## config.mk

```make
export PLATFORM = sky130hd
export DESIGN_NAME = dmem_arbiter
export DESIGN_NICKNAME = d
export VERILOG_FILES = /design/src/rtl/dmem_arbiter.sv
export SDC_FILE = /design/constraint.sdc
export NUM_CORES = 1
export LEC_CHECK = 0
export CAP_MARGIN = 20
export CORE_MARGIN = 10
export CORE_UTILIZATION = 39
export CTS_BUF_LIST = sky130_fd_sc_hd__clkbuf_2 sky130_fd_sc_hd__clkbuf_4 sky130_fd_sc_hd__clkbuf_8
export DETAILED_ROUTE_END_ITERATION = 10
export GPL_TIMING_DRIVEN = 1
export PLACE_DENSITY = 0.79
export SETUP_SLACK_MARGIN = 0.1
export SYNTH_ARGS = -nofsm -noshare
export SYNTH_HDL_FRONTEND = slang
export SYNTH_SLANG_ARGS = --single-unit
export TNS_END_PERCENT = 30
```

## constraint.sdc

```tcl
create_clock -name clock -period 1.45 [get_ports clock]
set_clock_uncertainty 0.1 [all_clocks]
set_input_delay 0.29 -clock clock [delete_from_list [all_inputs] [get_ports clock]]
set_output_delay 0.29 -clock clock [all_outputs]
set_load 0.02 [all_outputs]
```

## src/rtl/dmem_arbiter.sv

```systemverilog
// Two-port round-robin arbiter in front of a single-ported data memory.
// Latency: req sampled at edge T, memory access during cycle T+1, ack during cycle T+2.
// Backpressure: requesters hold req/we/addr/wdata until ack; one access per 3 cycles max.
//
// Ports:
//   clock, reset_n                 single clock, synchronous active-low reset
//   req/we/addr/wdata{0,1}         request side, port 0 = CPU, port 1 = debug/DMA
//   ack/err/rdata{0,1}             one-cycle completion strobe, misalign flag, read data
//   mem_address, mem_MemWrite,     data memory side; controls are only active
//   mem_MemRead, mem_WriteData,    during ACCESS, and mem_ReadData is valid by the
//   mem_ReadData                   posedge that closes ACCESS
module dmem_arbiter #(
    parameter int ADDR_W = 7,
    parameter int DATA_W = 32
) (
    input  logic              clock,
    input  logic              reset_n,
    input  logic              req0,
    input  logic              req1,
    input  logic              we0,
    input  logic              we1,
    input  logic [ADDR_W-1:0] addr0,
    input  logic [ADDR_W-1:0] addr1,
    input  logic [DATA_W-1:0] wdata0,
    input  logic [DATA_W-1:0] wdata1,
    output logic              ack0,
    output logic              ack1,
    output logic              err0,
    output logic              err1,
    output logic [DATA_W-1:0] rdata0,
    output logic [DATA_W-1:0] rdata1,
    output logic [ADDR_W-1:0] mem_address,
    output logic              mem_MemWrite,
    output logic              mem_MemRead,
    output logic [DATA_W-1:0] mem_WriteData,
    input  logic [DATA_W-1:0] mem_ReadData
);

    typedef enum logic [1:0] {
        IDLE   = 2'd0,
        ACCESS = 2'd1,
        RESP   = 2'd2
    } state_t;

    state_t              state;
    state_t              state_nxt;

    // Request captured when the arbiter leaves IDLE; the requester's live
    // inputs are ignored from then on.
    logic                lat_we;
    logic [ADDR_W-1:0]   lat_addr;
    logic [DATA_W-1:0]   lat_wdata;
    logic                lat_port;

    // Port served most recently; reset marks port 1 so port 0 wins the first tie.
    logic                last_port;

    logic                grant_vld;
    logic                grant_port;
    logic                misaligned;

    assign misaligned = (lat_addr[1:0] != 2'b00);

    // Round-robin pick: a lone requester always wins, a tie goes to the port
    // that was not served last.
    always_comb begin
        grant_vld  = req0 | req1;
        grant_port = 1'b0;
        if (req0 && req1) begin
            grant_port = ~last_port;
        end else begin
            grant_port = req1;
        end
    end

    // Next state and memory-side outputs.
    always_comb begin
        state_nxt     = state;
        mem_address   = '0;
        mem_WriteData = '0;
        mem_MemWrite  = 1'b0;
        mem_MemRead   = 1'b0;
        case (state)
            IDLE: begin
                if (grant_vld) begin
                    state_nxt = ACCESS;
                end
            end
            ACCESS: begin
                state_nxt     = RESP;
                mem_address   = lat_addr;
                mem_WriteData = lat_wdata;
                // Misaligned accesses still spend the ACCESS cycle but never
                // touch memory. reset_n gates the strobes so a reset landing
                // in ACCESS cannot commit a write on that edge.
                if (!misaligned) begin
                    mem_MemWrite = lat_we & reset_n;
                    mem_MemRead  = ~lat_we & reset_n;
                end
            end
            RESP: begin
                // Unconditional return: a req still high here is stale and is
                // only looked at again in IDLE.
                state_nxt = IDLE;
            end
            default: begin
                state_nxt = IDLE;
            end
        endcase
    end

    always_ff @(posedge clock) begin
        if (!reset_n) begin
            state     <= IDLE;
            lat_we    <= 1'b0;
            lat_addr  <= '0;
            lat_wdata <= '0;
            lat_port  <= 1'b0;
            last_port <= 1'b1;
            ack0      <= 1'b0;
            ack1      <= 1'b0;
            err0      <= 1'b0;
            err1      <= 1'b0;
            rdata0    <= '0;
            rdata1    <= '0;
        end else begin
            state <= state_nxt;
            ack0  <= 1'b0;
            ack1  <= 1'b0;
            err0  <= 1'b0;
            err1  <= 1'b0;

            if ((state == IDLE) && grant_vld) begin
                lat_we    <= grant_port ? we1    : we0;
                lat_addr  <= grant_port ? addr1  : addr0;
                lat_wdata <= grant_port ? wdata1 : wdata0;
                lat_port  <= grant_port;
                last_port <= grant_port;
            end

            // The edge closing ACCESS loads the response registers so ack,
            // err and rdata are all valid together throughout RESP.
            if (state == ACCESS) begin
                if (lat_port == 1'b0) begin
                    ack0 <= 1'b1;
                    err0 <= misaligned;
                end else begin
                    ack1 <= 1'b1;
                    err1 <= misaligned;
                end
                if (!lat_we && !misaligned) begin
                    if (lat_port == 1'b0) begin
                        rdata0 <= mem_ReadData;
                    end else begin
                        rdata1 <= mem_ReadData;
                    end
                end
            end
        end
    end

endmodule

```

# Word-level counts from Yosys, hierarchy flattened
# Cells that the tools add are included.
dict set report totals {
  inputBits 116
  reg_bits 112
  output_inout_bits 109
}
dict set report classes {
  n_mux 14
  n_reduce_logical 12
  n_eq_ne 2
  n_bitwise 8
}
# cell count
set op_table {}
lappend op_table {{$mux 32} 2}
lappend op_table {{$mux 7} 2}
lappend op_table {{$reduce_and 3->1} 3}
lappend op_table {{$mux 1} 8}
lappend op_table {{$not 1->1} 5}
lappend op_table {{$pmux 2 s2} 1}
lappend op_table {{$logic_and 1x1->1} 3}
lappend op_table {{$reduce_or 3->1} 1}
lappend op_table {{$and 1x1->1} 2}
lappend op_table {{$eq 2x1->1 const B} 1}
lappend op_table {{$logic_not 1->1} 2}
lappend op_table {{$logic_not 2->1} 1}
lappend op_table {{$mux 2} 1}
lappend op_table {{$ne 2x2->1 const B} 1}
lappend op_table {{$reduce_and 2->1} 1}
lappend op_table {{$reduce_bool 2->1} 1}
lappend op_table {{$or 1x1->1} 1}

# Logic depth before layout (Yosys ltp)
# Gate-level depths: netlist of the first run.
dict set report logic_depth {
  depth_word 4
  ltp_mapped 6
  mapped_depth_nobuf 3
}

# Worst setup path before layout of the first run
# No wires, ideal clock.
dict set report synth_timing {
  path_kind {reg-to-output}
  from {register state[0]}
  to {output mem_MemRead}
  path_slack_ps -283
  t_arrival_ps 1343
  required_ps 1060
  path_buffers 1
  path_stages_with_launch 5
  cell_sequence {dfxtp_1 > nor2b_1 > buf_2 > nand2_1 > nor4_1}
}
dict set report synth_between {
  elab_chain_len 2
}
# item line_no
set synth_lines {}
lappend synth_lines {{from (decl)} 45} ;# state_t state;
lappend synth_lines {{from (signal assigned)} 127} ;# state <= state_nxt;
lappend synth_lines {{$eq 2x1->1} 83} ;# case (state)
lappend synth_lines {{$mux 1} 83}
lappend synth_lines {{to (decl)} 34} ;# output logic mem_MemRead,
# No other way between the ends.

# Worst setup path in the final report of the first run
dict set report layout_timing {
  from {register state[0]}
  to {output mem_WriteData[17]}
}
dict set report layout_between {
  elab_chain_len 2
}
# item line_no
set layout_lines {}
lappend layout_lines {{$eq 2x1->1} 83}
lappend layout_lines {{$mux 32} 83}
lappend layout_lines {{to (decl)} 35} ;# output logic [DATA_W-1:0] mem_WriteData,
# No other way between the ends.

==> key figures, run 1 <==
Run status
  • Status: finished with violations
  • Failing checks: setup timing

Place
  • Routability cong.: 0.8018
  • Place WS: -0.6174 ns
  • I/O Buffers: 224
  • Dpl hpwl: 12.37 mm

STA
  • Final count of negative-setup-slack endpoints: 146
  • Setup Total Neg Slack: -24.53 ns
  • Hold slack: 0.1933 ns
  • Final WS setup: -0.3919 ns
  • Final Hold Vio Count: 0
  • F_max: 542.9 MHz
  • Unrepaired setup endpoints after global routing: yes
  • Final Critical Period: 1.842 ns
  • Worst-margin pin slew: 0.4896 ns
  • Slew Limit Fails: 0
  • Slew HR: 0.6736
  • Period utilization: 1.270

Worst setup path
  • CP endpoint kind: output port
  • Crit path arrival time: 1.45 ns
  • Critical Path RT: 1.06 ns
  • Critical path launch point type: register
  • Crit Path Class: register to output port
  • Max FO, Critical Path: 8

Drt
  • Detailed-route wire length: 18.11 mm
  • Final ANT Viol Nets: 0
  • Drt first pass iters: 4
  • Vias per inst: 5.106
  • Per-cell routed wire length: 18.90 µm
  • Routed vias: 4892
  • DRC errors left: 0
  • Detailed Route Iter0 Violations: 349

Global routing
  • Grt total ovfl: 0
  • Global-route wire length before repair: 26.34 mm
  • Initial antenna violation count: 0
  • All-layer global routing usage: 0.1815
  • Largest net degree at the start of global routing: 51
  • Vias in the first global route: 4964

Clocking
  • Worst-Skew Late Latency: 0.36 ns
  • Worst-case clock buffer depth: 2
  • Root buf cell: clkbuf_8
  • TritonCTS clock tree: done
  • Hold buffers post-CTS: 0
  • Clk pin slew, worst setup/hold paths: 0.10 ns
  • Htree depth: 3
  • Inserted Clock Buffers: 9
  • Total clock sinks: 112

Yosys
  • Cell variety after synth: 26
  • Top cell type by total area after synthesis: dfxtp_1
  • Mapped Avg Cell Area: 9.159 µm²
  • EDFF count, synth: 0
  • #FFs+latches synth: 112
  • Mapped Area: 4982 µm²
  • Post-Syn Instances: 544
  • Share of Yosys cell area claimed by the top area cell type: 0.4500
  • Post-Synthesis Net Count: 660
  • Most numerous cell in the Yosys netlist: nand2_1
  • Synth top cells by count: nand2_1, dfxtp_1, mux2i_1
  • Ys flop type: dfxtp_1
  • Synth area leaders: dfxtp_1, nand2_1, mux2i_1, a311oi_2, and2_1
  • Yosys warns: 0
  • Sequential cell area fraction in the yosys report: 0.4500
  • Post-synth ARST share: 0

Floorplanning
  • Die Span Y: 133.0 µm
  • Core ar.: 12570 µm²
  • Initial Util: 0.3964
  • Row Count: 41
  • Die X: 133.0 µm
  • Io pins: 225
  • Total die area: 17700 µm²

Power
  • Switching Power: 2.196 mW
  • Internal power: 5.372 mW
  • Peak supply drop: 0.0005594 V
  • Reg power frac: 0.453
  • Logic pwr share: 0.274
  • Total Power: 7.568 mW
  • Pwr per Cell Area: 933.6 nW/µm²
  • Clock power frac: 0.274
  • Net switching share of the total power: 0.2902
  • Static Leakage: 3.803 nW

Layout
  • Fin nets: 897
  • Fin util: 0.6450
  • Layout cell share with drive strength beyond 1: 0.3626
  • Diode count: 0
  • Layout area overhead: 62.71%

Worst hold path
  • Worst hold path class: primary input to register

Run
  • MaxCap Viol Count: 0
cells in the final DEF (no fill, tap or decap), types with 2 or more instances in the layout:
master,netlist,routed
clkdlybuf4s50_1,0,113
dfxtp_1,112,110
and2_2,0,10
a21oi_2,0,11
clkbuf_16,0,7
nor2_1,3,2
buf_4,0,34
buf_16,0,2
a21oi_1,41,25
buf_6,6,49
dfxtp_2,0,2
bufinv_16,0,2
inv_1,3,2
and3_1,2,2
a311oi_2,39,39
a21oi_4,0,5
and2_4,1,32
nand2_1,177,176
clkbuf_8,0,9
mux2i_1,64,63
inv_6,0,2
buf_2,7,56
buf_12,0,9
metrics by stage:
step	instance area (µm²)	instances
6_report	8107	958
3_3_place_gp	7607	920
3_5_place_dp	7607	920
4_1_cts	7680	942
2_1_floorplan	5066	544
5_1_grt	8107	958
power groups by stage:
| stage | clock, mW | combinational, mW | sequential, mW |
|---|---|---|---|
| after floorplan | 0 | 0.894 | 3.51 |
| after global placement | 0 | 1.73 | 3.46 |
| after detailed placement | 0 | 1.76 | 3.47 |
| after CTS | 2.12 | 1.81 | 3.40 |
| after global routing | 2.23 | 2.19 | 3.45 |
| final | 2.07 | 2.07 | 3.43 |
layout make-up:
| class | instances | area (µm²) |
|---|---|---|
| clock inverters | 6 | 91.34 |
| well taps | 172 | 215.2 |
| flip-flops and latches | 112 | 2245 |
| clock buffers | 10 | 131.4 |
| fillers | 966 | 4462 |
| repair buffers | 271 | 2641 |
| inverters | 3 | 11.26 |
| multi-input cells | 384 | 2771 |
critical path, cell delays in order (launching register included):
cell       delay, ns
dfxtp_2         0.34
nor2b_4         0.19
buf_6           0.14
clkbuf_16       0.15
and2_4          0.15
buf_6           0.11
state kept, by name (all words and copies together), names as in the netlist:
name       count
ack1           1
rdata0        32
ack0           1
lat_port       1
err1           1
state          2
rdata1        32
lat_addr       7
err0           1
lat_we         1
last_port      1
lat_wdata     32
timing repair:
| item | in CTS | in global routing |
|---|---|---|
| buffers inserted | 5 | 6 |
| pin swaps | 26 | 51 |
| setup endpoints to repair | 214 | 158 |
| gates resized for setup | 546 | 55 |
| gates cloned | 1 | 10 |
cells by family (layout without fill, tap and decap cells):
family | after synthesis | in the layout | synth area share
flip-flops | 112 | 112 | 0.4500
AO/OA/AOI/OAI | 85 | 85 | 0.1683
buffers and inverters | 51 | 290 | 0.04922
multiplexers | 64 | 64 | 0.1286
AND/OR/NAND/NOR | 232 | 235 | 0.2039
layer usage:
metal	share of wire	vias up	GRT usage
met5	0	-	0
met3	0.10	28	0.08138
met2	0.48	223	0.3052
met1	0.40	2313	0.2056
met4	0.019	0	0.04279
li1	-	2328	-
final timing paths:
path,to,slack (ns),startpoint,cells past startpoint
setup / recovery,mem_WriteData[17],-0.39,state[0],5
hold / removal,state[1],0.19,reset_n,4
setup reg to reg,rdata1[27],-0.16,state[0],7
hold reg to reg,rdata0[21],0.37,rdata0[21],2
(Power assumes the default switching activity.)
==> inputs of run 2 (changes only) <==
PLACE_DENSITY = not set   (was 0.79)
PLACE_DENSITY_LB_ADDON = 0.05   (was not set)
==> key figures, run 2 (same netlist as run 1, synthesis figures left out) <==
Layout
  • # fillers: 1098 (+14%)
  • Most frequent cells in the layout: nand2_1, clkdlybuf4s50_1, dfxtp_1
  • Fin nets: 886 (-1.2%)
  • Layout cell share with drive strength beyond 1: 0.3239 (-0.03872)
  • Final Non-Filler Cells: 950 (-0.84%)
  • Layout area overhead: 56.35%
  • Biggest regs: lat_wdata x32, rdata0 x32, rdata1 x32
  • Commonest non-fill, non-tap cell in the layout: nand2_1

Place
  • Routability cong.: 0.7913 (-1.3%)
  • Dpl cells: 924 (+0.43%)
  • Place WS: -0.5453 ns (+0.07213 ns)
  • I/O Buffers: 224 (unchanged)
  • Dpl hpwl: 12.12 mm (-2.0%)

STA
  • Worst-margin pin slew: 0.5157 ns (+0.02612 ns)
  • F_max: 518.1 MHz (-4.6%)
  • Hold slack: 0.1858 ns (-0.007481 ns)
  • Final WS setup: -0.4801 ns (-0.08821 ns)
  • Setup Total Neg Slack: -25.25 ns (-0.7233 ns)
  • Final count of negative-setup-slack endpoints: 106 (-27%)
  • Final Hold Vio Count: 0 (unchanged)
  • Slew Limit Fails: 0 (unchanged)
  • Slew HR: 0.6562 (-0.01741)
  • Final Critical Period: 1.930 ns (+0.08821 ns)
  • Unrepaired setup endpoints after global routing: yes
  • Period utilization: 1.331 (+0.06083)

Clocking
  • Worst-Skew Late Latency: 0.38 ns (+0.02 ns)
  • Root buf cell: clkbuf_8
  • Clk pin slew, worst setup/hold paths: 0.10 ns (about the same)
  • Hold buffers post-CTS: 0 (unchanged)
  • Inserted Clock Buffers: 9 (unchanged)
  • TritonCTS clock tree: done
  • Total clock sinks: 112 (unchanged)
  • Htree depth: 3 (unchanged)
  • Worst-case clock buffer depth: 2 (unchanged)

Worst hold path
  • Min-delay src: reset_n
  • Hold Path Depth: 4 (unchanged)
  • Worst hold endpoint: state[1]
  • Worst hold path class: primary input to register

Worst setup path
  • Crit path arrival time: 1.54 ns (+0.09 ns)
  • Reg2reg start: state[0]
  • Crit Path Class: register to output port
  • Critical Path RT: 1.06 ns (about the same)
  • Worst R2R Setup Slack: -0.20 ns (-0.04 ns)
  • Critical path launch point type: register
  • CP endpoint kind: output port
  • Max FO, Critical Path: 6 (-2)
  • Worst r2r dst: rdata1[12]
  • Reg2Reg Depth: 8 (+1)

Drt
  • Detailed-route wire length: 16.11 mm (-11%)
  • Per-cell routed wire length: 16.95 µm (-10%)
  • Vias per inst: 4.862 (-4.8%)
  • DRC errors left: 0 (unchanged)
  • Final ANT Viol Nets: 0 (unchanged)
  • Routed vias: 4619 (-5.6%)
  • Drt first pass iters: 4 (unchanged)
  • Detailed Route Iter0 Violations: 193 (-45%)

Floorplanning
  • Initial Util: 0.3964 (unchanged)
  • Row Count: 41 (unchanged)
  • Total die area: 17700 µm² (unchanged)
  • Core ar.: 12570 µm² (unchanged)
  • Die X: 133.0 µm (unchanged)
  • Die Span Y: 133.0 µm (unchanged)
  • Io pins: 225 (unchanged)

Global routing
  • Global-route wire length before repair: 25.31 mm (-3.9%)
  • All-layer global routing usage: 0.1773 (-0.004253)
  • Vias in the first global route: 4815 (-3.0%)
  • Grt total ovfl: 0 (unchanged)
  • Initial antenna violation count: 2 (+2)
  • Largest net degree at the start of global routing: 58 (+14%)

Run status
  • Status: finished with violations
  • Failing checks: setup timing

Power
  • Static Leakage: 3.675 nW (-3.4%)
  • Pwr per Cell Area: 905.9 nW/µm² (-3.0%)
  • Peak supply drop: 0.0004042 V (-28%)

Run
  • MaxCap Viol Count: 0 (unchanged)
==> run 2: worst max-delay path, stage by stage (launching register included) <==
cell     delay, ns
dfxtp_2       0.34
nor2b_4       0.16
buf_12        0.14
buf_8         0.11
buf_6         0.09
and4_4        0.19
buf_6         0.12
==> run 2: what timing repair did <==
action                     CTS  global route
cloned                       2             0
buffers inserted             3             2
setup endpoints to repair  215           160
resized for setup          520            45
pin swaps                   42            27
==> run 2: where the power goes <==
group	internal, mW	total (mW)	switching [mW]
clock network	0.729	1.81	1.08
registers	3.28	3.40	0.122
logic	0.963	1.84	0.879
total	4.97	7.06	2.09
==> run 2: metrics by stage <==
stage	area, µm²	utilization	power [mW]
floorplan	5066	-	4.404
detailed placement	7670	0.6103	5.248
global route	7787	0.6196	7.400
finish	7790	0.6198	7.057
CTS	7627	0.6069	7.071
global placement	7670	0.6103	5.215
==> run 2: worst max path at each step <==
stage / to / cells after the start / from / slack [ns]
3_5_place_dp: mem_WriteData[24] / 4 / state[0] / -0.55
2_1_floorplan: lat_addr[6] / 6 / req1 / 0.05
4_1_cts: mem_MemWrite / 6 / state[0] / -0.51
5_1_grt: mem_MemWrite / 6 / state[0] / -0.55
6_report: mem_MemWrite / 6 / state[0] / -0.48
3_3_place_gp: mem_WriteData[11] / 4 / state[0] / -0.50
==> run 2: area by class of cell <==
cell class,count,area [µm²],area share
Multi-Input combinational cell,381,2631,0.3378
Tap cell,172,215.2,0.02763
Timing Repair Buffer,263,2490,0.3196
Clock inverter,5,38.79,0.004979
Inverter,3,11.26,0.001446
Sequential cell,112,2245,0.2881
Clock buffer,11,151.4,0.01943
Antenna cell,3,7.507,0.0009637
==> run 2: routing by layer <==
metal	wire length, µm	GRT usage	vias up
met2	7975	0.3013	139
met5	0	0	-
met4	279	0.06601	0
met3	1108	0.06207	15
met1	6742	0.1995	2169
li1	-	-	2296
==> inputs of run 3 (changes only) <==
PLACE_DENSITY = 0.84   (was not set)
PLACE_DENSITY_LB_ADDON = not set   (was 0.05)
SETUP_SLACK_MARGIN = 0.15   (was 0.1)
==> key figures, run 3 (same netlist as run 1, synthesis figures left out) <==
Clocking
  • Clk pin slew, worst setup/hold paths: 0.11 ns (about the same)
  • Htree depth: 3 (unchanged)
  • TritonCTS clock tree: done
  • Worst-Skew Late Latency: 0.37 ns (about the same)
  • Worst-case clock buffer depth: 2 (unchanged)
  • Total clock sinks: 112 (unchanged)
  • Inserted Clock Buffers: 9 (unchanged)
  • Root buf cell: clkbuf_8

Drt
  • Highest metal used: met4
  • Routed vias: 4926 (+6.6%)
  • Per-cell routed wire length: 19.71 µm (+16%)
  • Met2 wire length: 9.254 mm (+16%)
  • Detailed Route Iter0 Violations: 271 (+40%)
  • Detailed-route wire length: 19.00 mm (+18%)
  • Vias per inst: 5.110 (+5.1%)
  • Drt first pass iters: 4 (unchanged)
  • M1 WL: 7.576 mm (+12%)
  • Final ANT Viol Nets: 0 (unchanged)
  • DRC errors left: 0 (unchanged)
  • Routed wire length on met3: 1.684 mm (+52%)

Place
  • Dpl hpwl: 12.37 mm (+2.1%)
  • Routability cong.: 0.7908 (about the same)
  • I/O Buffers: 224 (unchanged)
  • Place WS: -0.5453 ns (+0.000002000 ns)

Floorplanning
  • Initial Util: 0.3964 (unchanged)
  • Core ar.: 12570 µm² (unchanged)
  • Row Count: 41 (unchanged)
  • Io pins: 225 (unchanged)
  • Total die area: 17700 µm² (unchanged)
  • Die Span Y: 133.0 µm (unchanged)
  • Die X: 133.0 µm (unchanged)

STA
  • Setup Total Neg Slack: -21.56 ns (+3.687 ns)
  • Period utilization: 1.280 (-0.05134)
  • Final Hold Vio Count: 0 (unchanged)
  • Final WS setup: -0.4057 ns (+0.07444 ns)
  • Worst-margin pin slew: 0.3741 ns (-0.1416 ns)
  • Unrepaired setup endpoints after global routing: yes
  • Final Critical Period: 1.856 ns (-0.07444 ns)
  • Final count of negative-setup-slack endpoints: 114 (+7.5%)
  • F_max: 538.9 MHz (+4.0%)
  • Slew HR: 0.7506 (+0.09438)
  • Slew Limit Fails: 0 (unchanged)

Worst setup path
  • Max FO, Critical Path: 7 (+1)
  • Worst R2R Setup Slack: -0.20 ns (about the same)
  • CP endpoint kind: output port
  • Crit Path Class: register to output port
  • Crit path arrival time: 1.47 ns (-0.07 ns)
  • Reg2reg start: state[1]
  • Worst r2r dst: lat_wdata[24]
  • Critical Path RT: 1.06 ns (about the same)
  • Critical path launch point type: register
  • Reg2Reg Depth: 8 (unchanged)

Worst hold path
  • Worst hold path class: primary input to register
  • Worst hold endpoint: ack1
  • Min-delay src: reset_n
  • Hold Path Depth: 2 (-2)

Global routing
  • Grt total ovfl: 0 (unchanged)
  • Initial antenna violation count: 0 (-2)
  • Largest net degree at the start of global routing: 97 (+67%)
  • Vias in the first global route: 5090 (+5.7%)
  • All-layer global routing usage: 0.1821 (+0.004842)
  • Global-route wire length before repair: 26.29 mm (+3.9%)

Power
  • Static Leakage: 3.900 nW (+6.1%)
  • Switching Power: 2.318 mW (+11%)
  • Peak supply drop: 0.0004462 V (+10%)
  • Net switching share of the total power: 0.3099 (+0.01439)
  • Reg power frac: 0.460 (-0.022)
  • Pwr per Cell Area: 876.2 nW/µm² (-3.3%)
  • Logic pwr share: 0.304 (+0.043)
  • Total Power: 7.481 mW (+6.0%)
  • Clock power frac: 0.236 (-0.021)
  • Internal power: 5.163 mW (+3.9%)

Layout
  • # fillers: 935 (-15%)
  • Biggest regs: lat_wdata x32, rdata0 x32, rdata1 x32
  • Multi-input gate area: 2927 µm² (+11%)
  • Layout cell share with drive strength beyond 1: 0.4091 (+0.08522)
  • Most frequent cells in the layout: nand2_1, clkdlybuf4s50_1, dfxtp_1
  • Fin nets: 903 (+1.9%)
  • Diode count: 0 (-3)
  • Layout area overhead: 71.37%
  • Commonest non-fill, non-tap cell in the layout: nand2_1
  • Reg area: 2270 µm² (+1.1%)

Run status
  • Failing checks: setup timing
  • Status: finished with violations

Run
  • MaxCap Viol Count: 0 (unchanged)
run 3: power groups by stage:
stage                     Combinational (mW)  Clock [mW]  Sequential (mW)
after CTS                               1.81        1.81             3.41
final                                   2.27        1.76             3.44
after global routing                    2.40        1.92             3.47
after global placement                  1.76           0             3.47
after detailed placement                1.80           0             3.47
after floorplan                        0.942           0             3.52
run 3: per-stage QoR:
step           utilization  area (µm²)  hold WS, ns  std cells
4_1_cts             0.6125        7699       0.1668        943
6_report            0.6793        8538       0.1866        964
3_5_place_dp        0.6130        7705       0.3529        923
2_1_floorplan            -        5146       0.3499        544
3_3_place_gp        0.6130        7705       0.3448        923
5_1_grt             0.6793        8538       0.1840        964
run 3: what timing repair did:
action	4_1_cts	5_1_grt
setup buffers	3	6
hold endpoints to repair	0	0
cloned	1	15
endpoints found under the setup margin	216	202
hold buffers	0	0
gates resized for setup	558	129
pin swaps	30	53
run 3: worst max-delay path by stage:
stage	startpoint	cells past startpoint	endpoint	slack, ns
after floorplan	req1	6	lat_addr[6]	0.05
after global placement	req1	4	lat_wdata[22]	-0.48
after detailed placement	req1	4	lat_addr[6]	-0.55
after CTS	state[0]	5	mem_MemRead	-0.43
after global routing	state[0]	5	mem_WriteData[31]	-0.48
final	state[1]	5	mem_WriteData[7]	-0.41
run 3: worst max-delay path, stage by stage (launching register included):
cell       delay, ns
dfxtp_4         0.36
nor2b_4         0.17
buf_6           0.15
clkbuf_16       0.15
and2_4          0.14
buf_6           0.11
run 3: metal layers:
| layer | up-vias | global-route usage |
|---|---|---|
| li1 | 2342 | - |
| met2 | 221 | 0.3019 |
| met3 | 29 | 0.06889 |
| met5 | - | 0 |
| met1 | 2334 | 0.2110 |
| met4 | 0 | 0.06051 |
run 3: layout make-up:
| type | instances | share of cell area |
|---|---|---|
| sequential | 112 | 0.2658 |
| clock inverter | 6 | 0.006008 |
| tap | 172 | 0.02521 |
| multi-input combinational | 385 | 0.3428 |
| timing repair buffer | 276 | 0.3435 |
| inverter | 3 | 0.001319 |
| clock buffer | 10 | 0.01539 |
